`src/rtl/button_arbiter_pkg.sv`:
```
// button_arbiter_pkg
// Shared definitions for the two-player score front end: the arbiter state
// type and the default timing constants (50 MHz clock assumed).
package button_arbiter_pkg;

  typedef enum logic [1:0] {
    IDLE     = 2'd0,
    HOLD_A   = 2'd1,
    HOLD_B   = 2'd2,
    WAIT_REL = 2'd3
  } arb_state_t;

  localparam int DB_CYCLES_DEFAULT     = 500000;
  localparam int REPEAT_CYCLES_DEFAULT = 25000000;

endpackage

```
`src/rtl/btn_debounce.sv`:
```
// btn_debounce
// Brings one active-low, asynchronous push button into the clk domain and
// debounces it. A level change is accepted only after the synchronised input
// has disagreed with the accepted level for DB_CYCLES consecutive cycles.
//
// Ports:
//   clk      system clock
//   rst      asynchronous, active-high reset (button reads as released)
//   btn_n    raw button pin, active low
//   pressed  debounced "button is pressed" level, active high
module btn_debounce #(
  parameter int DB_CYCLES = 4
) (
  input  logic clk,
  input  logic rst,
  input  logic btn_n,
  output logic pressed
);

  localparam int CNT_W = $clog2(DB_CYCLES);
  localparam logic [CNT_W-1:0] CNT_LAST = CNT_W'(DB_CYCLES - 1);

  logic sync1;
  logic sync2;
  logic level;
  logic [CNT_W-1:0] cnt;

  // Two-flop synchroniser; both stages reset to the released level so a
  // held button after reset is seen as a fresh press.
  always_ff @(posedge clk or posedge rst) begin
    if (rst) begin
      sync1 <= 1'b1;
      sync2 <= 1'b1;
    end else begin
      sync1 <= btn_n;
      sync2 <= sync1;
    end
  end

  // Stability counter. Any cycle where the input agrees with the accepted
  // level restarts the count, so short glitches never get through. The
  // counter never actually holds DB_CYCLES: the edge that would reach it
  // flips the level and clears the count instead.
  always_ff @(posedge clk or posedge rst) begin
    if (rst) begin
      level <= 1'b1;
      cnt   <= '0;
    end else if (sync2 == level) begin
      cnt <= '0;
    end else if (cnt == CNT_LAST) begin
      level <= sync2;
      cnt   <= '0;
    end else begin
      cnt <= cnt + 1'b1;
    end
  end

  assign pressed = ~level;

endmodule

```
`src/rtl/button_arbiter.sv`:
```
// button_arbiter
// Front end for the two-player score display. Debounces buttons A, B and
// clear, then arbitrates them: the first player to press scores once and
// locks the other out until release; a simultaneous press scores nothing;
// clear always wins. All pulses are registered and one cycle wide.
//
// Optional feature (macro AUTO_REPEAT_EN): while a player's button stays
// held, the increment re-fires every REPEAT_CYCLES cycles.
//
// Ports:
//   clk        system clock
//   rst        asynchronous, active-high reset
//   btn_a_n    player A button, active low, asynchronous
//   btn_b_n    player B button, active low, asynchronous
//   clear_n    clear button, active low, asynchronous
//   inc_a      one-cycle pulse: increment score A
//   inc_b      one-cycle pulse: increment score B
//   clr_pulse  one-cycle pulse: reset both scores
//   lock_a     high while player A owns the buttons
//   lock_b     high while player B owns the buttons
module button_arbiter
  import button_arbiter_pkg::*;
#(
  parameter int DB_CYCLES = DB_CYCLES_DEFAULT
`ifdef AUTO_REPEAT_EN
  ,
  parameter int REPEAT_CYCLES = REPEAT_CYCLES_DEFAULT
`endif
) (
  input  logic clk,
  input  logic rst,
  input  logic btn_a_n,
  input  logic btn_b_n,
  input  logic clear_n,
  output logic inc_a,
  output logic inc_b,
  output logic clr_pulse,
  output logic lock_a,
  output logic lock_b
);

  logic pa;
  logic pb;
  logic pc;
  logic pc_q;

  arb_state_t state;
  arb_state_t state_next;
  logic inc_a_next;
  logic inc_b_next;
  logic clr_next;

`ifdef AUTO_REPEAT_EN
  localparam int RPT_W = $clog2(REPEAT_CYCLES);
  localparam logic [RPT_W-1:0] RPT_LAST = RPT_W'(REPEAT_CYCLES - 1);

  logic [RPT_W-1:0] rpt_cnt;
  logic [RPT_W-1:0] rpt_next;
`endif

  btn_debounce #(.DB_CYCLES(DB_CYCLES)) u_db_a (
    .clk     (clk),
    .rst     (rst),
    .btn_n   (btn_a_n),
    .pressed (pa)
  );

  btn_debounce #(.DB_CYCLES(DB_CYCLES)) u_db_b (
    .clk     (clk),
    .rst     (rst),
    .btn_n   (btn_b_n),
    .pressed (pb)
  );

  btn_debounce #(.DB_CYCLES(DB_CYCLES)) u_db_c (
    .clk     (clk),
    .rst     (rst),
    .btn_n   (clear_n),
    .pressed (pc)
  );

  // State and pulse registers. pc_q remembers last cycle's clear level so
  // that WAIT_REL can recognise a fresh clear press.
  always_ff @(posedge clk or posedge rst) begin
    if (rst) begin
      state     <= IDLE;
      pc_q      <= 1'b0;
      inc_a     <= 1'b0;
      inc_b     <= 1'b0;
      clr_pulse <= 1'b0;
`ifdef AUTO_REPEAT_EN
      rpt_cnt   <= '0;
`endif
    end else begin
      state     <= state_next;
      pc_q      <= pc;
      inc_a     <= inc_a_next;
      inc_b     <= inc_b_next;
      clr_pulse <= clr_next;
`ifdef AUTO_REPEAT_EN
      rpt_cnt   <= rpt_next;
`endif
    end
  end

  // Arbitration rules. Clear has top priority everywhere. Once a player
  // owns the buttons the other player's press is ignored, and if the owner
  // lets go while the other is still pressing we wait for everything to be
  // released so the late press can never score by itself.
  always_comb begin
    state_next = state;
    inc_a_next = 1'b0;
    inc_b_next = 1'b0;
    clr_next   = 1'b0;
`ifdef AUTO_REPEAT_EN
    rpt_next   = '0;
`endif
    case (state)
      IDLE: begin
        if (pc) begin
          state_next = WAIT_REL;
          clr_next   = 1'b1;
        end else if (pa && !pb) begin
          state_next = HOLD_A;
          inc_a_next = 1'b1;
        end else if (pb && !pa) begin
          state_next = HOLD_B;
          inc_b_next = 1'b1;
        end else if (pa && pb) begin
          state_next = WAIT_REL;
        end
      end
      HOLD_A: begin
        if (pc) begin
          state_next = WAIT_REL;
          clr_next   = 1'b1;
        end else if (!pa) begin
          state_next = pb ? WAIT_REL : IDLE;
        end else begin
`ifdef AUTO_REPEAT_EN
          if (rpt_cnt == RPT_LAST) begin
            inc_a_next = 1'b1;
          end else begin
            rpt_next = rpt_cnt + 1'b1;
          end
`endif
        end
      end
      HOLD_B: begin
        if (pc) begin
          state_next = WAIT_REL;
          clr_next   = 1'b1;
        end else if (!pb) begin
          state_next = pa ? WAIT_REL : IDLE;
        end else begin
`ifdef AUTO_REPEAT_EN
          if (rpt_cnt == RPT_LAST) begin
            inc_b_next = 1'b1;
          end else begin
            rpt_next = rpt_cnt + 1'b1;
          end
`endif
        end
      end
      WAIT_REL: begin
        if (pc && !pc_q) begin
          clr_next = 1'b1;
        end
        if (!pa && !pb && !pc) begin
          state_next = IDLE;
        end
      end
      default: begin
        state_next = IDLE;
      end
    endcase
  end

  assign lock_a = (state == HOLD_A);
  assign lock_b = (state == HOLD_B);

endmodule

```
`config.mk`:
```
export PLATFORM = sky130hd
export DESIGN_NAME = button_arbiter
export DESIGN_NICKNAME = d
export VERILOG_FILES = /design/src/rtl/button_arbiter_pkg.sv /design/src/rtl/btn_debounce.sv /design/src/rtl/button_arbiter.sv
export SDC_FILE = /design/constraint.sdc
export NUM_CORES = 1
export LEC_CHECK = 0
export BUFFER_PORTS_ARGS = -buffer_cell sky130_fd_sc_hd__buf_2
export CORE_MARGIN = 8
export CORE_UTILIZATION = 60
export DETAILED_ROUTE_END_ITERATION = 6
export PLACE_DENSITY_LB_ADDON = 0.1
export REMOVE_ABC_BUFFERS = 1
export SLEW_MARGIN = 20
export SYNTH_ARGS = -nofsm -noshare
export SYNTH_HDL_FRONTEND = slang
export SYNTH_HIERARCHICAL = 1
export SYNTH_SLANG_ARGS = --single-unit
```
`constraint.sdc`:
```
create_clock -name clk -period 2.27 [get_ports clk]
set_input_delay 0.227 -clock clk [delete_from_list [all_inputs] [get_ports clk]]
set_output_delay 0.227 -clock clk [all_outputs]
set_load 0.005 [all_outputs]
```
==> results of run 1 <==
==> cells by family (layout without fill, tap and decap cells) <==
| kind of cell | count (synthesis) | in the layout | share of synthesized area |
|---|---|---|---|
| compound gates | 24 | 24 | 0.04668 |
| xor+xnor | 45 | 45 | 0.1114 |
| fa+ha+maj | 3 | 3 | 0.01061 |
| buf+inv | 20 | 39 | 0.04243 |
| flops | 72 | 72 | 0.5124 |
| mux | 3 | 3 | 0.01273 |
| simple gates | 163 | 163 | 0.2638 |
==> flip-flops by register name (all words and copies together), names as in the netlist, 2 cells and up <==
name        flops
u_db_b/cnt     19
u_db_a/cnt     19
state           2
u_db_c/cnt     19
==> path summary, 6_finish.rpt <==
check	start	endpoint	slack, ns	cells past startpoint
worst max register to register	u_db_c/cnt[11]	u_db_c/cnt[11]	0.34	4
worst min-delay path	rst	inc_b	0.36	3
worst max-delay path	u_db_c/cnt[11]	u_db_c/cnt[11]	0.34	4
worst min register to register	u_db_a/sync1	u_db_a/sync2	0.36	0
min in group clk	u_db_a/sync1	u_db_a/sync2	0.36	0
max in group asynchronous	rst	u_db_b/cnt[4]	1.12	3
==> through the flow <==
stage	setup slack, ns	std cells
global route	0.1954	424
finish	0.3430	424
detailed placement	0.3340	404
floorplan	0.5810	318
global placement	0.3966	404
CTS	0.3224	424
==> cell usage in the layout (no fill, tap or decap), types with 11 or more instances in the layout <==
cell,synthesis,final
nand2_1,20,20
dfrtp_1,63,63
xor2_1,24,24
xnor2_1,21,21
nand4_1,12,12
nor2_1,48,48
clkbuf_8,0,11
nand3_1,21,21
==> layer usage <==
metal | share of wire | routed length, um | vias to the layer above
met1 | 0.50 | 3180 | 1180
met5 | 0 | 0 | -
li1 | - | - | 1190
met2 | 0.47 | 2967 | 36
met4 | 0.011 | 68 | 0
met3 | 0.025 | 160 | 6
==> critical path, stage by stage (launching register included) <==
cell     delay (ns)
dfrtp_1        0.43
or4_4          0.55
nor3_2         0.22
a21bo_1        0.48
nor2_1         0.12
==> power groups by stage <==
stage	clock network (mW)	logic, mW	registers [mW]
finish	1.05	0.0773	1.32
global route	1.13	0.0916	1.32
CTS	1.07	0.0800	1.32
detailed placement	0	0.0746	1.35
global placement	0	0.0735	1.34
floorplan	0	0.0509	1.34
==> cell type report <==
type                    instances  area (um2)
repair buffers                 15       100.1
fillers                       485        1994
clock buffers                  12       155.1
clock inverters                 4       53.80
flip-flops and latches         72        1813
multi-input cells             238        1575
well taps                      75       93.84
inverters                       8       30.03
==> what timing repair did <==
| item | 4_1_cts | 5_1_grt |
|---|---|---|
| hold endpoints to repair | 9 | 0 |
| resized for setup | 0 | 0 |
| hold buffers | 4 | 0 |
==> impl_metrics.json, run 1 <==
{
  "drt_wl_total_um": 6377,
  "cts_made_buffers": 9,
  "start_util": 0.6084,
  "nNetsFinal": 352,
  "antenna_cells": 0,
  "clk_pin_slew_ns": 0.08,
  "synth_ff_type": "dfrtp_1",
  "detail-route-antenna-nets": 0,
  "netlist_instances": 330,
  "status": "finished, final reports clean",
  "finalCritPeriodShare": 0.8489,
  "p_leak_nw": 1.616,
  "avgSynthCellArea_um2": 10.72,
  "cts_setup_buffers": 0,
  "grt_max_degree": 23,
  "critPathRequiredTime_ns": 2.46,
  "powerDensity_nw_per_um2": 640.0,
  "cts_root_buf": "clkbuf_8",
  "clkSinkCount": 72,
  "synth_area_um2": 3538,
  "insertion_delay_ns": 0.33,
  "core_um2": 5816,
  "worst_pin_slew_ns": 0.8364,
  "postLayoutCoreUtil": 0.6571,
  "placementRows": 28,
  "critPathArrivalTime_ns": 2.12,
  "intPower_mw": 1.900,
  "synth_area_leaders": "dfrtp_1 (45%), dfstp_2 (6.7%), xor2_1 (5.9%)",
  "p_total_mw": 2.446,
  "grt_pass1_vias": 2469,
  "switchingPower_mw": 0.5456,
  "fmax_mhz": 518.9,
  "layout-drive-gt1-share": 0.1461,
  "io_buffer_count": 9,
  "synthArstFlopShare": 1.000,
  "finClkSkew_ns": 0.008632,
  "io_pins": 10,
  "vias_per_cell": 5.689,
  "drtPass1Iterations": 4,
  "drc": 0,
  "grt_overflow": 0,
  "drt_iter0_drc": 80,
  "synth.most_common_cell": "dfrtp_1",
  "seqPwrFrac": 0.540,
  "use_met2": 0.2456,
  "synth-edff-count": 0,
  "wl_per_cell_um": 15.04,
  "ys_ff_latch": 72,
  "finalCriticalPeriod_ns": 1.927,
  "hpwlAfterDp_um": 4312,
  "synth_top_area_cell": "dfrtp_1",
  "hold_viol_final": 0,
  "chipHeight_um": 92.80,
  "setup_viol": 0,
  "htree_levels": 3,
  "antenna_found_initial": 0,
  "holdWs_ns": 0.3583,
  "cp-end-kind": "register",
  "grt_first_pass_wirelength_um": 11340,
  "design_area_um2": 3821,
  "crit_fanout": 17,
  "ys_seq_area_frac": 0.5124,
  "hold_path.class": "primary input to async pin",
  "combPwrFrac": 0.032,
  "top_usage_layer": "met2",
  "rsz0062_at_grt": "false",
  "grt_use_total": 0.1634,
  "netlist.area_leader.share": 0.4455,
  "slew_viol_final": 0,
  "synth_common_cells": "dfrtp_1 (63), nor2_1 (48), xor2_1 (24)",
  "place_congestion": 0.8031,
  "area_delta_synth_final_pct": 7.991,
  "met1_usage": 0.2186,
  "vias": 2412,
  "switching_share": 0.2231,
  "ir_worst_vdd_uv": 407.1,
  "max-slew-margin-rel": 0.4418,
  "worst-setup-path-type": "register to register",
  "maxCapViolCount": 0,
  "chipWidth_um": 92.80,
  "critPathLaunchType": "register",
  "clockBufferDepth": 2,
  "grt.met3_usage": 0.03317,
  "ys_types": 39,
  "synth_warnings": 6,
  "pwr-share-clk": 0.428,
  "setup-tns-final_ns": 0,
  "placed_cell_area_um2": 3572,
  "cts_tree": "built",
  "die-area_um2": 8611
}
Power figures use the tool's default switching activity.
==> run 2, diff against run 1 <==
--- a/config.mk
+++ b/config.mk
@@ -7,7 +7,7 @@
 export LEC_CHECK = 0
 export BUFFER_PORTS_ARGS = -buffer_cell sky130_fd_sc_hd__buf_2
 export CORE_MARGIN = 8
-export CORE_UTILIZATION = 60
+export CORE_UTILIZATION = 56
 export DETAILED_ROUTE_END_ITERATION = 6
 export PLACE_DENSITY_LB_ADDON = 0.1
 export REMOVE_ABC_BUFFERS = 1
==> constraint.sdc (replaced) <==
create_clock -name clk -period 1.6 [get_ports clk]
set_input_delay 0.16 -clock clk [delete_from_list [all_inputs] [get_ports clk]]
set_output_delay 0.16 -clock clk [all_outputs]
set_load 0.005 [all_outputs]
==> run 2 against run 1 <==
Against the previous run:
- the flow now finishes with violations (setup timing)
- clock power up 53%
- first-iteration DRC count up 25%
- largest cell class unchanged
- non-clock buffer count up 53
- register-to-register slack worse by 0.43 ns
- clock skew up 0.0030 ns
- global-route usage up 1.3 points
- critical path depth up 1
- critical endpoint is now u_db_c/cnt[17]
==> impl_metrics.json, run 2 (synthesis gave the netlist of run 1 again) <==
{
  "crit_fanout": 8,
  "cp-end-kind": "register",
  "drt_iter0_drc": 100,
  "p_total_mw": 3.648,
  "multi_input_area_um2": 1702,
  "insertion_delay_ns": 0.34,
  "drt_wl_total_um": 7321,
  "hold_path.class": "primary input to async pin",
  "chipHeight_um": 95.49,
  "layout_common_cells": "dfrtp_1 (63), buf_4 (48), nor2_1 (28)",
  "critPathLaunchType": "register",
  "finalCriticalPeriod_ns": 1.690,
  "drtPass1Iterations": 4,
  "p_leak_nw": 1.901,
  "worst-setup-path-type": "register to register",
  "drc": 0,
  "wl_per_cell_um": 15.28,
  "max-slew-margin-rel": 0.6617,
  "clk_pin_slew_ns": 0.08,
  "core_um2": 6241,
  "cts_made_buffers": 9,
  "clockBufferDepth": 2,
  "finClkSkew_ns": 0.01167,
  "worst_slack_ns": -0.09015,
  "chipWidth_um": 95.49,
  "seqCellArea_um2": 1813,
  "slew_viol_final": 0,
  "hold_viol_final": 0,
  "grt_overflow": 0,
  "vias": 2674,
  "critPathArrivalTime_ns": 1.91,
  "rsz0062_at_grt": "true",
  "die-area_um2": 9118,
  "grt_use_total": 0.1768,
  "antenna_cells": 0,
  "clkSinkCount": 72,
  "vias_per_cell": 5.582,
  "io_buffer_count": 9,
  "cts_tree": "built",
  "fmax_mhz": 591.7,
  "htree_levels": 3,
  "io_pins": 10,
  "preCtsSetupSlack_ns": -0.06473,
  "fill_cells": 454,
  "powerDensity_nw_per_um2": 828.4,
  "setup_viol": 54,
  "hpwlAfterDp_um": 5228,
  "failed_checks": "setup timing",
  "cts_root_buf": "clkbuf_8",
  "layout-drive-gt1-share": 0.3483,
  "area_delta_synth_final_pct": 24.43,
  "start_util": 0.5670,
  "grt_first_pass_wirelength_um": 12580,
  "status": "complete, but fails checks",
  "nNetsFinal": 405,
  "worst_pin_slew_ns": 0.5070,
  "critPathRequiredTime_ns": 1.82,
  "grt_max_degree": 23,
  "mostFrequentLayoutCell": "dfrtp_1",
  "grt_pass1_vias": 2722,
  "maxCapViolCount": 0,
  "place_congestion": 0.8220,
  "detail-route-antenna-nets": 0,
  "placementRows": 29,
  "top_regs": "u_db_a/cnt (19), u_db_b/cnt (19), u_db_c/cnt (19)",
  "antenna_found_initial": 0,
  "finalCritPeriodShare": 1.056,
  "ir_worst_vdd_uv": 590.6
}
## run 2: changes by cell type in the layout (fill, tap and decap cells not counted), moves of 3 or more
cell,change
a21oi_1,-4
a21oi_2,+4
buf_4,+46
buf_6,+5
nand3_1,-3
nand3_2,+3
nor2_1,-20
nor2_2,+18
nor3_2,-3
nor3_4,+3
or2_1,-3
or2_4,+3
## run 2: timing repair
action	in CTS	in global routing
hold endpoints to repair	47	0
setup endpoints to repair	40	56
gates resized for setup	16	32
hold buffers	4	0
buffers inserted	1	0
gates cloned	0	1
pin swaps	20	11
## run 2: power by group
| part | internal [mW] | switching (mW) | leakage, nW |
|---|---|---|---|
| clock network | 0.891 | 0.717 | 0.106 |
| logic | 0.0722 | 0.0960 | 0.844 |
| registers | 1.85 | 0.0202 | 0.951 |
## run 2: layout make-up
cell class | count | share of cell area
clock buffer | 9 | 0.02813
clock inverter | 7 | 0.02302
timing repair buffer | 68 | 0.1219
tap | 77 | 0.02188
inverter | 8 | 0.006820
multi-input combinational | 238 | 0.3865
sequential | 72 | 0.4118
## run 2: path summary, 6_finish.rpt
kind	cells after the start	slack [ns]	from	end
setup reg to reg	5	-0.09	u_db_c/cnt[11]	u_db_c/cnt[17]
min in group clk	0	0.35	u_db_b/sync1	u_db_b/sync2
hold reg to reg	0	0.35	u_db_b/sync1	u_db_b/sync2
hold / removal	3	0.32	rst	pc_q
setup / recovery	5	-0.09	u_db_c/cnt[11]	u_db_c/cnt[17]
max in group asynchronous	4	0.63	rst	u_db_a/cnt[17]
## run 2: routing by layer
metal	vias to the layer above	track usage	wire length, um
met1	1321	0.2274	3505
met3	14	0.03150	186
met2	40	0.2906	3487
met4	0	0.06914	142
li1	1299	-	-
met5	-	0	0
## run 2: worst max-delay path: stages (launching register included)
cell and delay (ns):
dfrtp_1 0.38, or4_4 0.54, nor3_4 0.22, a21bo_2 0.22, buf_8 0.16, a21oi_2 0.04
## run 2: through the flow
stage               hold WS, ns  std cells   TNS (ns)    util  cell area, um2
finish                   0.3154        479     -3.054  0.7055            4403
CTS                      0.3059        478     -1.400  0.6901            4307
floorplan              -0.04904        318     -4.355       -            3418
global placement         0.1299        457  -0.003323  0.6361            3970
detailed placement       0.1294        457     -1.151  0.6361            3970
global route             0.3267        479     -5.612  0.7055            4403
==> run 3, diff against run 2 <==
--- a/config.mk
+++ b/config.mk
@@ -6,6 +6,7 @@
 export NUM_CORES = 1
 export LEC_CHECK = 0
 export BUFFER_PORTS_ARGS = -buffer_cell sky130_fd_sc_hd__buf_2
+export CORE_ASPECT_RATIO = 1.75
 export CORE_MARGIN = 8
 export CORE_UTILIZATION = 56
 export DETAILED_ROUTE_END_ITERATION = 6
==> constraint.sdc (replaced) <==
create_clock -name clk -period 1.5 [get_ports clk]
set_input_delay 0.15 -clock clk [delete_from_list [all_inputs] [get_ports clk]]
set_output_delay 0.15 -clock clk [all_outputs]
set_load 0.005 [all_outputs]
==> run 3 against run 2 <==
Against the previous run:
- clock skew is 0.0014 ns lower
- the run still ends with setup timing left
- largest power group unchanged
- non-clock buffer count increased by 23
- maximum frequency increased by 0.73%
- global-route usage up 0.14 points
- combinational power increased by 32%
- final cell count rose by 5.4%
- die area increased by 1.1%
==> impl_metrics.json, run 3 (synthesis gave the netlist of run 1 again) <==
{
  "antenna_found_initial": 0,
  "area_delta_synth_final_pct": 30.76,
  "critPathRequiredTime_ns": 1.74,
  "worst_pin_slew_ns": 0.4319,
  "cts_tree": "built",
  "drt_iter0_drc": 167,
  "fmax_mhz": 596.0,
  "cp-end-kind": "register",
  "core_um2": 6181,
  "finalCriticalPeriod_ns": 1.678,
  "top_regs": "u_db_a/cnt (19), u_db_b/cnt (19), u_db_c/cnt (19)",
  "clockBufferDepth": 2,
  "grt_use_total": 0.1782,
  "vias": 2793,
  "cts_root_buf": "clkbuf_8",
  "antenna_cells": 0,
  "grt_first_pass_wirelength_um": 13090,
  "critPathLaunchType": "register",
  "insertion_delay_ns": 0.35,
  "layout-drive-gt1-share": 0.3882,
  "ir_worst_vdd_uv": 774.5,
  "start_util": 0.5725,
  "wl_per_cell_um": 15.93,
  "max-slew-margin-rel": 0.7118,
  "io_pins": 10,
  "drtPass1Iterations": 4,
  "die-area_um2": 9219,
  "failed_checks": "setup timing",
  "powerDensity_nw_per_um2": 840.1,
  "status": "complete, but fails checks",
  "drc": 0,
  "placementRows": 38,
  "clkSinkCount": 72,
  "worst_slack_ns": -0.1779,
  "chipHeight_um": 121.2,
  "maxCapViolCount": 0,
  "cts_made_buffers": 9,
  "chipWidth_um": 76.09,
  "grt_overflow": 0,
  "io_buffer_count": 9,
  "drt_wl_total_um": 8044,
  "setup_viol": 57,
  "crit_fanout": 7,
  "hold_path.class": "primary input to async pin",
  "hold_viol_final": 0,
  "vias_per_cell": 5.531,
  "worst-setup-path-type": "register to register",
  "mostFrequentLayoutCell": "buf_4",
  "p_leak_nw": 2.031,
  "critPathArrivalTime_ns": 1.91,
  "place_congestion": 0.8473,
  "layout_common_cells": "buf_4 (72), dfrtp_1 (62), nor2_1 (26)",
  "finalCritPeriodShare": 1.119,
  "rsz0062_at_grt": "true",
  "fill_cells": 445,
  "nNetsFinal": 428,
  "clk_pin_slew_ns": 0.07,
  "slew_viol_final": 0,
  "hpwlAfterDp_um": 5673,
  "detail-route-antenna-nets": 0,
  "grt_pass1_vias": 2895,
  "htree_levels": 3,
  "finClkSkew_ns": 0.01032,
  "preCtsSetupSlack_ns": -0.1797,
  "p_total_mw": 3.887,
  "grt_max_degree": 23
}
[run 3: changes by cell type in the layout (fill, tap and decap cells not counted), sizes merged]
cell,change
buf,+22
clkbuf,+5
clkinvlp,-2
inv,-2
[run 3: worst max-delay path: stages, from the launching register on]
cell	delay, ns
dfrtp_1	0.38
or4_4	0.55
nor3_4	0.23
a21bo_4	0.19
clkbuf_16	0.16
nor2_1	0.05
[run 3: area by class of cell]
type | count | area, um2 | share of cell area
Clock buffer | 13 | 148.9 | 0.03218
Clock inverter | 3 | 65.06 | 0.01406
Multi-Input combinational cell | 238 | 1744 | 0.3770
Sequential cell | 72 | 1814 | 0.3921
Tap cell | 80 | 100.1 | 0.02163
Inverter | 8 | 30.03 | 0.006490
Timing Repair Buffer | 91 | 724.4 | 0.1566
[run 3: power by group]
| part | switching, mW | internal (mW) |
|---|---|---|
| registers | 0.0187 | 1.98 |
| clock network | 0.690 | 0.982 |
| logic | 0.119 | 0.101 |
[run 3: worst paths after layout]
kind | start | to | slack (ns) | cells past startpoint
worst min-delay path | rst | state[1] | 0.32 | 3
max in group asynchronous | rst | u_db_b/cnt[1] | 0.56 | 4
worst max-delay path | u_db_c/cnt[11] | u_db_c/cnt[10] | -0.18 | 5
worst min register to register | u_db_b/sync1 | u_db_b/sync2 | 0.35 | 0
worst max register to register | u_db_c/cnt[11] | u_db_c/cnt[10] | -0.18 | 5
min in group clk | u_db_b/sync1 | u_db_b/sync2 | 0.35 | 0
[run 3: metal layers]
metal	routed length [um]	up-vias	GRT usage
met3	202	13	0.04228
met4	176	0	0.08232
li1	-	1340	-
met1	3144	1403	0.1808
met2	4520	37	0.3339
met5	0	-	0
[run 3: what timing repair did]
item | CTS | global route
hold endpoints to repair | 53 | 0
gates resized for setup | 9 | 47
endpoints found under the setup margin | 57 | 57
gates cloned | 0 | 2
buffers inserted | 0 | 1
hold buffers | 4 | 0
pin swaps | 2 | 19
[run 3: through the flow]
stage               cell area [um2]  utilization  setup TNS, ns  std cells  hold slack [ns]
detailed placement             4151       0.6717         -6.638        482           0.1219
finish                         4627       0.7486         -7.935        505           0.3173
CTS                            4447       0.7194         -6.775        502           0.2834
global placement               4151       0.6717         -5.145        482           0.1099
global route                   4627       0.7486         -10.59        505           0.3227
floorplan                      3418            -         -9.760        318         -0.05904
